### config.mk
export PLATFORM = sky130hd
export DESIGN_NAME = color_sequencer
export DESIGN_NICKNAME = d
export VERILOG_FILES = /design/src/rtl/color_sequencer.sv
export SDC_FILE = /design/constraint.sdc
export NUM_CORES = 1
export LEC_CHECK = 0
export BUFFER_PORTS_ARGS = -buffer_cell sky130_fd_sc_hd__buf_2
export CELL_PAD_IN_SITES_DETAIL_PLACEMENT = 0
export CELL_PAD_IN_SITES_GLOBAL_PLACEMENT = 1
export CORE_ASPECT_RATIO = 0.7
export CORE_MARGIN = 4
export CORE_UTILIZATION = 45
export DETAILED_ROUTE_END_ITERATION = 8
export PLACE_DENSITY = 0.76
export SLEW_MARGIN = 10
export SYNTH_ARGS = -nofsm -noshare
export SYNTH_HDL_FRONTEND = slang
export SYNTH_SLANG_ARGS = --single-unit
### constraint.sdc
create_clock -name clk_div_i -period 2.64 [get_ports clk_div_i]
set_clock_uncertainty 0.05 [all_clocks]
set_input_delay 0.264 -clock clk_div_i [delete_from_list [all_inputs] [get_ports clk_div_i]]
set_output_delay 0.264 -clock clk_div_i [all_outputs]
set_load 0.05 [all_outputs]
### src/rtl/color_sequencer.sv
// Breather colour source: steps rgb_o on each breath cycle, button selects mode.
// Define COLOR_SEQ_LFSR_EN to make mode 2 pseudo-random instead of a 1..7 walk.
module color_sequencer #(
  parameter int          DEBOUNCE_CYCLES = 312500,
  parameter logic [2:0]  FIXED_COLOR     = 3'b111
) (
  input  logic       clk_div_i,
  input  logic       rst_i,
  input  logic       btn_i,
  input  logic       cycle_i,
  output logic [2:0] rgb_o,
  output logic [1:0] mode_o
);

  localparam int CW = $clog2(DEBOUNCE_CYCLES + 1);
  localparam logic [CW-1:0] CNT_MAX = CW'(DEBOUNCE_CYCLES - 1);

  typedef enum logic [1:0] {
    M_FIXED = 2'd0,
    M_RGB   = 2'd1,
    M_WALK  = 2'd2,
    M_OFF   = 2'd3
  } mode_e;

  logic          btn_s1_q, btn_s2_q;
  logic          cyc_s1_q, cyc_s2_q, cyc_prev_q;
  logic [CW-1:0] cnt_q, cnt_d;
  logic          deb_q, deb_d;
  mode_e         mode_q, mode_d;
  logic [2:0]    idx_q, idx_d;
  logic [2:0]    rgb_q, rgb_d;
  logic          cyc_ev, press;

`ifdef COLOR_SEQ_LFSR_EN
  logic [7:0]    lfsr_q, lfsr_d;
`endif

  always_comb begin
    cyc_ev = cyc_s2_q & ~cyc_prev_q;
    cnt_d  = '0;
    deb_d  = deb_q;
    press  = 1'b0;
    if (btn_s2_q != deb_q) begin
      if (cnt_q == CNT_MAX) begin
        deb_d = ~deb_q;
        press = ~deb_q;
      end else begin
        cnt_d = cnt_q + 1'b1;
      end
    end

    mode_d = mode_q;
    idx_d  = idx_q;
    if (press) begin
      mode_d = mode_e'(mode_q + 2'd1);
      idx_d  = (mode_d == M_WALK) ? 3'd1 : 3'd0;
    end else if (cyc_ev) begin
      if (mode_q == M_RGB)
        idx_d = (idx_q == 3'd2) ? 3'd0 : idx_q + 3'd1;
      else if (mode_q == M_WALK)
        idx_d = (idx_q == 3'd7) ? 3'd1 : idx_q + 3'd1;
    end

`ifdef COLOR_SEQ_LFSR_EN
    lfsr_d = lfsr_q;
    if (press && mode_d == M_WALK)
      lfsr_d = 8'hA5;
    else if (!press && cyc_ev && mode_q == M_WALK)
      lfsr_d = {lfsr_q[6:0],
                lfsr_q[7] ^ lfsr_q[5] ^ lfsr_q[4] ^ lfsr_q[3]};
`endif

    // Decode from next-state so the colour changes with mode_o.
    rgb_d = FIXED_COLOR;
    unique case (mode_d)
      M_FIXED: rgb_d = FIXED_COLOR;
      M_RGB: begin
        unique case (idx_d)
          3'd0:    rgb_d = 3'b100;
          3'd1:    rgb_d = 3'b010;
          default: rgb_d = 3'b001;
        endcase
      end
`ifdef COLOR_SEQ_LFSR_EN
      M_WALK:  rgb_d = (lfsr_d[2:0] == 3'b000) ? 3'b111 : lfsr_d[2:0];
`else
      M_WALK:  rgb_d = idx_d;
`endif
      M_OFF:   rgb_d = 3'b000;
      default: rgb_d = FIXED_COLOR;
    endcase
  end

  always_ff @(posedge clk_div_i) begin
    if (rst_i) begin
      btn_s1_q   <= 1'b0;
      btn_s2_q   <= 1'b0;
      cyc_s1_q   <= 1'b0;
      cyc_s2_q   <= 1'b0;
      cyc_prev_q <= 1'b0;
      cnt_q      <= '0;
      deb_q      <= 1'b0;
      mode_q     <= M_FIXED;
      idx_q      <= 3'd0;
      rgb_q      <= FIXED_COLOR;
`ifdef COLOR_SEQ_LFSR_EN
      lfsr_q     <= 8'hA5;
`endif
    end else begin
      btn_s1_q   <= btn_i;
      btn_s2_q   <= btn_s1_q;
      cyc_s1_q   <= cycle_i;
      cyc_s2_q   <= cyc_s1_q;
      cyc_prev_q <= cyc_s2_q;
      cnt_q      <= cnt_d;
      deb_q      <= deb_d;
      mode_q     <= mode_d;
      idx_q      <= idx_d;
      rgb_q      <= rgb_d;
`ifdef COLOR_SEQ_LFSR_EN
      lfsr_q     <= lfsr_d;
`endif
    end
  end

  assign rgb_o  = rgb_q;
  assign mode_o = mode_q;

endmodule

# Yosys cells after proc, flatten, opt, wreduce, memory -nomap -nowiden
# Cells that the tools add are included.
totals:
  reg_bits: 33
  in_bits: 4
  out_inout_bits: 5
  word_cells: 44
classes:
  add_sub_neg: 3
  eq_ne: 11
  mux: 12
  bitwise: 4
  reduce_logical: 4
op_table:
  columns: ["op", "n"]
  rows:
  - ["$add A19 B1 Y19 const B", 1]
  - ["$eq A19 B19 Y1 const B", 1]
  - ["$mux W3", 6]
  - ["$pmux W3 S4", 1]
  - ["$eq A2 B2 Y1 const B", 4]
  - ["$pmux W3 S2", 1]
  - ["$eq A2 B1 Y1 const B", 2]
  - ["$add A3 B1 Y3 const B", 1]
  - ["$eq A3 B1 Y1 const B", 1]
  - ["$eq A3 B2 Y1 const B", 1]
  - ["$eq A3 B3 Y1 const B", 1]
  - ["$logic_not A3 Y1", 1]
  - ["$mux W1", 3]
  - ["$not A1 Y1", 3]
  - ["$reduce_or A3 Y1", 1]
  - ["$add A2 B1 Y2 const B", 1]
  - ["$logic_not A2 Y1", 1]
  - ["$mux W2", 1]
  - ["$reduce_and A2 Y1", 1]
  - ["$and A1 B1 Y1", 1]
  - ["$ne A1 B1 Y1", 1]

# Logic depth before layout (Yosys ltp)
# Gate-level depths: netlist (run 1).
depth:
  depth_word: 9
  depth_mapped: 8
  mapped_depth_nobuf: 8

# Worst setup path after synthesis (run 1)
# OpenSTA, ideal clock, no wires.
synth_path:
  path_type: "reg2reg"
  startpoint: "register cnt_q[8]"
  endpoint: "register rgb_q[0], in the netlist rgb_o[0]"
  setup_time_ps: 143
  arrival_ps: 2124
  required_time_ps: 2447
  path_slack_ps: 323
  path_stages_with_launch: 7
  path_buffers: 0
  synth_period_minus_slack_ps: 2317
  cell_sequence: "dfxtp_1 > or4b_1 > or4_1 > or3_1 > a21oi_2 > and2_1 > o32ai_1"
synth_via:
  elab_chain_cells: 7
  word_cells_on_any_way: 13
  cone_classes: "eq/ne: 5; mux: 6; reduce/logical: 2"
synth_rtl:
  columns: ["item", "line_no", "text"]
  rows:
  - ["from (decl)", "27", "logic [CW-1:0] cnt_q, cnt_d;"]
  - ["from (signal assigned)", "115", "cnt_q <= cnt_d;"]
  - ["$eq A19 B19 Y1 *", "44", "if (cnt_q == CNT_MAX) begin"]
  - ["$mux W1 *", "44", null]
  - ["$mux W1 *", "43", "if (btn_s2_q != deb_q) begin"]
  - ["$mux W3", "54", "if (press) begin"]
  - ["$eq A3 B1 Y1 or $logic_not A3 Y1 (tied branches)", "78", "unique case (idx_d)"]
  - ["$pmux W3 S2", "78", null]
  - ["$pmux W3 S4 *", "75", "unique case (mode_d)"]
  - ["to (signal assigned)", "119", "rgb_q <= rgb_d;"]
  - ["to (decl)", "31", "logic [2:0] rgb_q, rgb_d;"]
# Every way passes the cells marked *; elsewhere a longest branch is shown, timed or not.
# A chain may end at the register's enable or synchronous reset.

# Final worst setup path (run 1)
layout_path:
  startpoint: "register cnt_q[7]"
  endpoint: "register rgb_q[1], in the netlist rgb_o[1]"
# The elaborated chain is that of the path after synthesis.

==> impl_results.md, run 1 <==
- Synth Area in XOR/XNOR: 11.0%
- Critical Path Max Stage Delay: 580 ps
- Crit end category: flop
- Antenna diodes: 0
- Compound-Gate Fraction of Synth Area: 7.95%
- Post-layout util: 52.8%
- Register area share after synthesis: 43.7%
- FP Rows: 17
- PortBufs: 8
- Largest net degree at the start of global routing: 20
- Setup CP Type: reg -> reg
- CTS Buf Count: 5
- Synthesized flop and latch total: 33
- DRT iter0 DRCs: 27
- Hold-fix buffers, CTS: 0
- CTS clk-pin slew, worst paths: 60 ps
- CP Depth: 6
- Wirelength, routed: 2880 um
- Drt pass-1 iters: 4
- Unrepaired setup endpoints after global routing: no
- R2R cell count: 6
- Proportion of synthesized area in mux cells: 1.33%
- Die Ht: 56.5 um
- Fin cells: 220
- Initial Util: 47.3%
- CTS-repair resized insts: 0
- P&R area growth vs syn: 11.6%
- Syn nets: 178
- Hpwl dp: 2120 um
- Crit-path leading delay family: simple AND/OR/NAND/NOR gates
- Leak pwr: 0.575 nW
- Final ANT Viol Nets: 0
- Ys Warns: 0
- Worst-path maximum fanout: 5
- Slew @ Worst Pin: 457 ps
- Initial antenna violation count: 0
- Fillers: 317
- Vias: 1,185
- Status: finished clean
- Final nets: 192
- Setup violators final: 0
- Max IR drop VDD: 0.309 mV
- Gpl congestion: 0.783
- Max Clock Freq: 401 MHz
- Setup TNS: 0 ps
- Cell variety after synth: 35
- Largest family of logic cells by synthesized area: simple AND/OR/NAND/NOR gates
- Worst hold slack: 145 ps
- Worst flop-to-flop path endpoint: rgb_o[1]
- Clk Latency, worst-skew pair: 280 ps
- Slowest cell on crit path: or4_1
- DIE AREA: 4360 um2
- Crit path DAT: 2580 ps
- Final hold violations: 0
- Per-cell routed wire length: 13.1 um
- Worst slew margin: 69.4%
- Reg-to-Reg Start: cnt_q[7]
- Clock root cell: clkbuf_8
- H-Tree Depth: 2
- CP Launch Type: flop
- CORE AREA: 3190 um2
- Mapped Avg Cell Area: 9.04 um2
- Synthesized-area fraction occupied by adder cells: 5.80%
- Buf+Inv Stages, Crit Path: 0
- Hold Crit Class: in -> reg
- Setup WS pre-CTS: 169 ps
- Pwr dens: 517 nW/um2
- Mapped Cells: 167
- Share of cells above drive strength 1: 10.4%
- Post-synthesis simple-gate area fraction: 27.2%
- Pwr Total: 0.872 mW
- IO Pins: 9
- Vias per Instance: 5.39
- Setup crit end: rgb_o[1]
- Die X: 77.2 um
- Max-slew violation count: 0
- Required time worst endpoint: 2730 ps
- Design area: 1690 um2
- Final Cycle Share: 94.4%
- Critical-path cell list: or4b_1 > or4_1 > or3_1 > a21oi_2 > nand2b_1 > o221ai_1
- Max-cap viol count: 0
- Worst-case clock buffer depth: 2
- Total placed cells including tap cells: 212
- CTS tree: done
- Post-Synthesis Cell Area: 1510 um2
- Gr usage total: 14.4%
- DRC: 0
- Setup bufs post-CTS: 0
- Placed cell area: 1610 um2
- GR Overflow Total: 0
- Number of global-route vias before repair: 1,097
- Setup ws final: 147 ps
- R2R setup slack: 150 ps
- Critical Path Start: cnt_q[7]
- Total clock sinks: 33
- Final worst path period need: 2490 ps
- First-pass GRT wire length: 4940 um
-- cells in the mapped netlist --
library cell	instances	share of area (%)
nor2_1	25	6.2
and2_1	2	0.83
or2_1	1	0.41
and4_1	1	0.58
mux2i_1	2	1.3
dfxtp_1	33	44
or4_4	1	0.75
or3_1	5	2.1
nor4_2	1	0.83
a21oi_1	3	0.99
or4b_1	2	1.3
nand2b_1	2	0.83
clkbuf_1	4	0.99
a2bb2oi_1	2	1.2
o22ai_1	1	0.41
or4_1	1	0.50
nand4b_1	1	0.58
a211oi_1	1	0.50
nor3_1	2	0.66
xor2_1	13	7.5
o221ai_1	2	1.2
o211a_1	1	0.66
inv_1	8	2.0
nand2_1	10	2.5
nand3_1	9	3.0
xnor2_1	6	3.5
and3b_1	1	0.58
a21oi_2	1	0.58
ha_1	7	5.8
nand4_1	5	2.1
o21ai_0	4	1.3
o22a_1	1	0.58
o32ai_1	1	0.58
nor3b_1	2	0.99
nor2b_1	6	2.5
-- cell usage in the layout, fill, tap and decap left out, types with 3 or more instances in the layout --
cell / synthesis / layout
clkbuf_8: 0 / 5
ha_1: 7 / 7
a21oi_1: 3 / 3
nand4_1: 5 / 5
buf_2: 0 / 8
xor2_1: 13 / 13
o21ai_0: 4 / 4
nand3_1: 9 / 9
dfxtp_1: 33 / 33
buf_4: 0 / 3
nand2_1: 10 / 10
inv_1: 8 / 8
nor2b_1: 6 / 6
nor2_1: 25 / 25
or3_1: 5 / 5
clkbuf_1: 4 / 3
xnor2_1: 6 / 6
-- report_power, final --
group | leakage (nW) | internal, mW | switching, mW | total, mW
clock network | 0.0395 | 0.187 | 0.167 | 0.354
registers | 0.267 | 0.502 | 0.00194 | 0.504
logic | 0.269 | 0.00558 | 0.00837 | 0.0140
-- cells by family after synthesis --
group,Yosys count
adder cells (fa/ha/maj),7
flip-flops,33
buffers and inverters,12
AND/OR/NAND/NOR,77
AO/OA/AOI/OAI,17
XOR/XNOR,19
multiplexers,2
-- worst min-delay path by stage --
| stage | end | slack [ps] | from | cells past startpoint |
|---|---|---|---|---|
| floorplan | mode_o[1] | 290 | rst_i | 1 |
| CTS | cyc_s1_q | 140 | cycle_i | 2 |
| finish | cyc_s1_q | 140 | cycle_i | 2 |
| global route | cyc_s1_q | 140 | cycle_i | 2 |
| detailed placement | btn_s2_q | 370 | btn_s1_q | 1 |
| global placement | btn_s2_q | 370 | btn_s1_q | 1 |
-- final cells by class --
| type | instances | area, um2 | share of cell area [%] |
|---|---|---|---|
| flip-flops and latches | 33 | 661 | 39.2 |
| repair buffers | 11 | 62.6 | 3.71 |
| well taps | 38 | 47.5 | 2.82 |
| multi-input cells | 122 | 805 | 47.7 |
| inverters | 8 | 30.0 | 1.78 |
| clock buffers | 8 | 80.1 | 4.75 |
-- flip-flops by register name, summed over array words and instances (netlist names) --
| register | count |
|---|---|
| cyc_s2_q | 1 |
| cyc_s1_q | 1 |
| btn_s1_q | 1 |
| cnt_q | 19 |
| mode_o | 2 |
| rgb_o | 3 |
| idx_q | 3 |
| cyc_prev_q | 1 |
| deb_q | 1 |
| btn_s2_q | 1 |
-- routing by layer --
layer / global-route usage (%) / wire (um) / share of wire (%) / vias up
met2: 19.8 / 1130 / 39 / 12
met5: 0 / 0 / 0 / -
met3: 5.29 / 94 / 3.3 / 5
li1: - / - / - / 598
met4: 5.33 / 31 / 1.1 / 0
met1: 20.4 / 1620 / 56 / 570
No activity file was read; power rests on OpenSTA's default activity.
==> inputs of run 2 (changes only) <==
Clock period 2.64 ns to 2.6 ns, I/O delays scaled along.
==> impl_results.md, run 2 (same netlist as run 1, synthesis figures left out) <==
- Status: finished clean (unchanged)
- Critical-path cell list: or4b_1 > or4_1 > or3_1 > a21oi_2 > nand2b_1 > o221ai_1 (unchanged)
- Setup TNS: 0 ps (unchanged)
- Unrepaired setup endpoints after global routing: no (unchanged)
- Setup WS pre-CTS: 145 ps (was 169 ps)
- CTS tree: done (unchanged)
- Hold Path Origin: cycle_i (unchanged)
- Final worst path period need: 2470 ps (was 2490 ps)
- Setup violators final: 0 (unchanged)
- Wirelength, routed: 2780 um (was 2880 um)
- Number of global-route vias before repair: 1,055 (was 1,097)
- GR Overflow Total: 0 (unchanged)
- CTS clk-pin slew, worst paths: 70 ps (was 60 ps)
- Crit path DAT: 2570 ps (was 2580 ps)
- R2R cell count: 6 (unchanged)
- Worst Hold Endpoint: cyc_s1_q (unchanged)
- WHS Path Cells: 2 (unchanged)
- Share of cells above drive strength 1: 12.6% (was 10.4%)
- CTS Buf Count: 5 (unchanged)
- Max Clock Freq: 405 MHz (was 401 MHz)
- Worst-path maximum fanout: 6 (was 5)
- Largest net degree at the start of global routing: 20 (unchanged)
- Slowest cell on crit path: or4_1 (unchanged)
- DRT iter0 DRCs: 58 (was 27)
- DRC: 0 (unchanged)
- Required time worst endpoint: 2700 ps (was 2730 ps)
- Hold-fix buffers, CTS: 0 (unchanged)
- Critical Path Start: cnt_q[2] (was cnt_q[7])
- FP Rows: 17 (unchanged)
- Clock root cell: clkbuf_8 (unchanged)
- Crit end category: flop (unchanged)
- Final ANT Viol Nets: 0 (unchanged)
- Total clock sinks: 33 (unchanged)
- Reg-to-Reg Start: cnt_q[2] (was cnt_q[7])
- Hpwl dp: 2010 um (was 2120 um)
- Gpl congestion: 0.787 (was 0.783)
- Die Ht: 56.5 um (unchanged)
- Die X: 77.2 um (unchanged)
- H-Tree Depth: 2 (unchanged)
- P&R area growth vs syn: 13.5% (was 11.6%)
- Most flops, register: cnt_q (unchanged)
- Slew @ Worst Pin: 453 ps (was 457 ps)
- R2R setup slack: 130 ps (was 150 ps)
- CTS-repair resized insts: 0 (unchanged)
- Gr usage total: 14.7% (was 14.4%)
- Max-slew violation count: 0 (unchanged)
- First-pass GRT wire length: 4930 um (was 4940 um)
- Critical Path Max Stage Delay: 560 ps (was 580 ps)
- Number of flip-flops in the largest register: 19 (unchanged)
- Drt pass-1 iters: 6 (was 4)
- Design area: 1710 um2 (was 1690 um2)
- CP Launch Type: flop (unchanged)
- Worst slew margin: 69.7% (was 69.4%)
- Setup bufs post-CTS: 0 (unchanged)
- Placed cell area: 1610 um2 (about the same)
- Most frequent cells in the layout: dfxtp_1 (33), nor2_1 (25), xor2_1 (13), nand2_1 (10), nand3_1 (9) (unchanged)
- Setup CP Type: reg -> reg (unchanged)
- Pwr dens: 552 nW/um2 (was 517 nW/um2)
- Leak pwr: 0.595 nW (was 0.575 nW)
- Worst flop-to-flop path endpoint: rgb_o[1] (unchanged)
- Vias: 1,146 (was 1,185)
- Final Cycle Share: 94.9% (was 94.4%)
- Initial Util: 47.3% (unchanged)
- Vias per Instance: 5.19 (was 5.39)
- Pwr Total: 0.946 mW (was 0.872 mW)
- Setup ws final: 134 ps (was 147 ps)
- Worst-case clock buffer depth: 2 (unchanged)
- Max IR drop VDD: 0.322 mV (was 0.309 mV)
- Most common cell after layout, fill and taps aside: dfxtp_1 (unchanged)
- Initial antenna violation count: 0 (unchanged)
- PortBufs: 8 (unchanged)
- Final hold violations: 0 (unchanged)
- Post-layout util: 53.7% (was 52.8%)
- Clk Latency, worst-skew pair: 290 ps (was 280 ps)
- Per-cell routed wire length: 12.6 um (was 13.1 um)
- IO Pins: 9 (unchanged)
- Hold Crit Class: in -> reg (unchanged)
- Antenna diodes: 0 (unchanged)
- CORE AREA: 3190 um2 (unchanged)
- Max-cap viol count: 0 (unchanged)
- DIE AREA: 4360 um2 (unchanged)
- Final nets: 193 (was 192)
-- run 2: cell count changes in the layout (fill, tap and decap cells not counted), sizes merged --
| cell | previous run | this run |
|---|---|---|
| buf | 11 | 12 |
| clkbuf | 8 | 7 |
| clkinv | 0 | 1 |
-- run 2: layout make-up --
cell class                 instances  area, um2
clock buffer                       7       96.3
clock inverter                     1       5.00
fill                             303       1480
inverter                           8       30.0
multi-input combinational        122        805
sequential                        33        661
tap                               38       47.5
timing repair buffer              12       70.1
-- run 2: metal layers --
metal	up-vias	track usage [%]	share of wire, %
li1	604	-	-
met1	511	21.1	54
met2	25	18.5	39
met3	6	5.13	5.2
met4	0	8.38	1.9
met5	-	0	0
-- run 2: per-stage QoR --
stage          cells  hold slack (ps)
3_3_place_gp     213              369
2_1_floorplan    167              291
6_report         221              128
4_1_cts          221              121
5_1_grt          221              127
3_5_place_dp     213              384
-- run 2: worst max path at each step --
stage	endpoint	slack, ps	depth (start not counted)
6_report	rgb_o[1]	130	6
4_1_cts	rgb_o[1]	130	6
5_1_grt	rgb_o[0]	20	6
3_5_place_dp	rgb_o[1]	150	6
3_3_place_gp	rgb_o[1]	190	6
2_1_floorplan	rgb_o[0]	280	6
-- run 2: critical path: cells and delay by family (launching register included) --
family | cells | cell delay (ps)
simple gates | 4 | 1600
flops | 1 | 370
compound gates | 2 | 300
-- run 2: where the power goes --
part	switching (mW)	leakage (nW)	internal (mW)
Combinational	0.00800	0.274	0.00563
Sequential	0.00179	0.267	0.509
Clock	0.183	0.0542	0.239
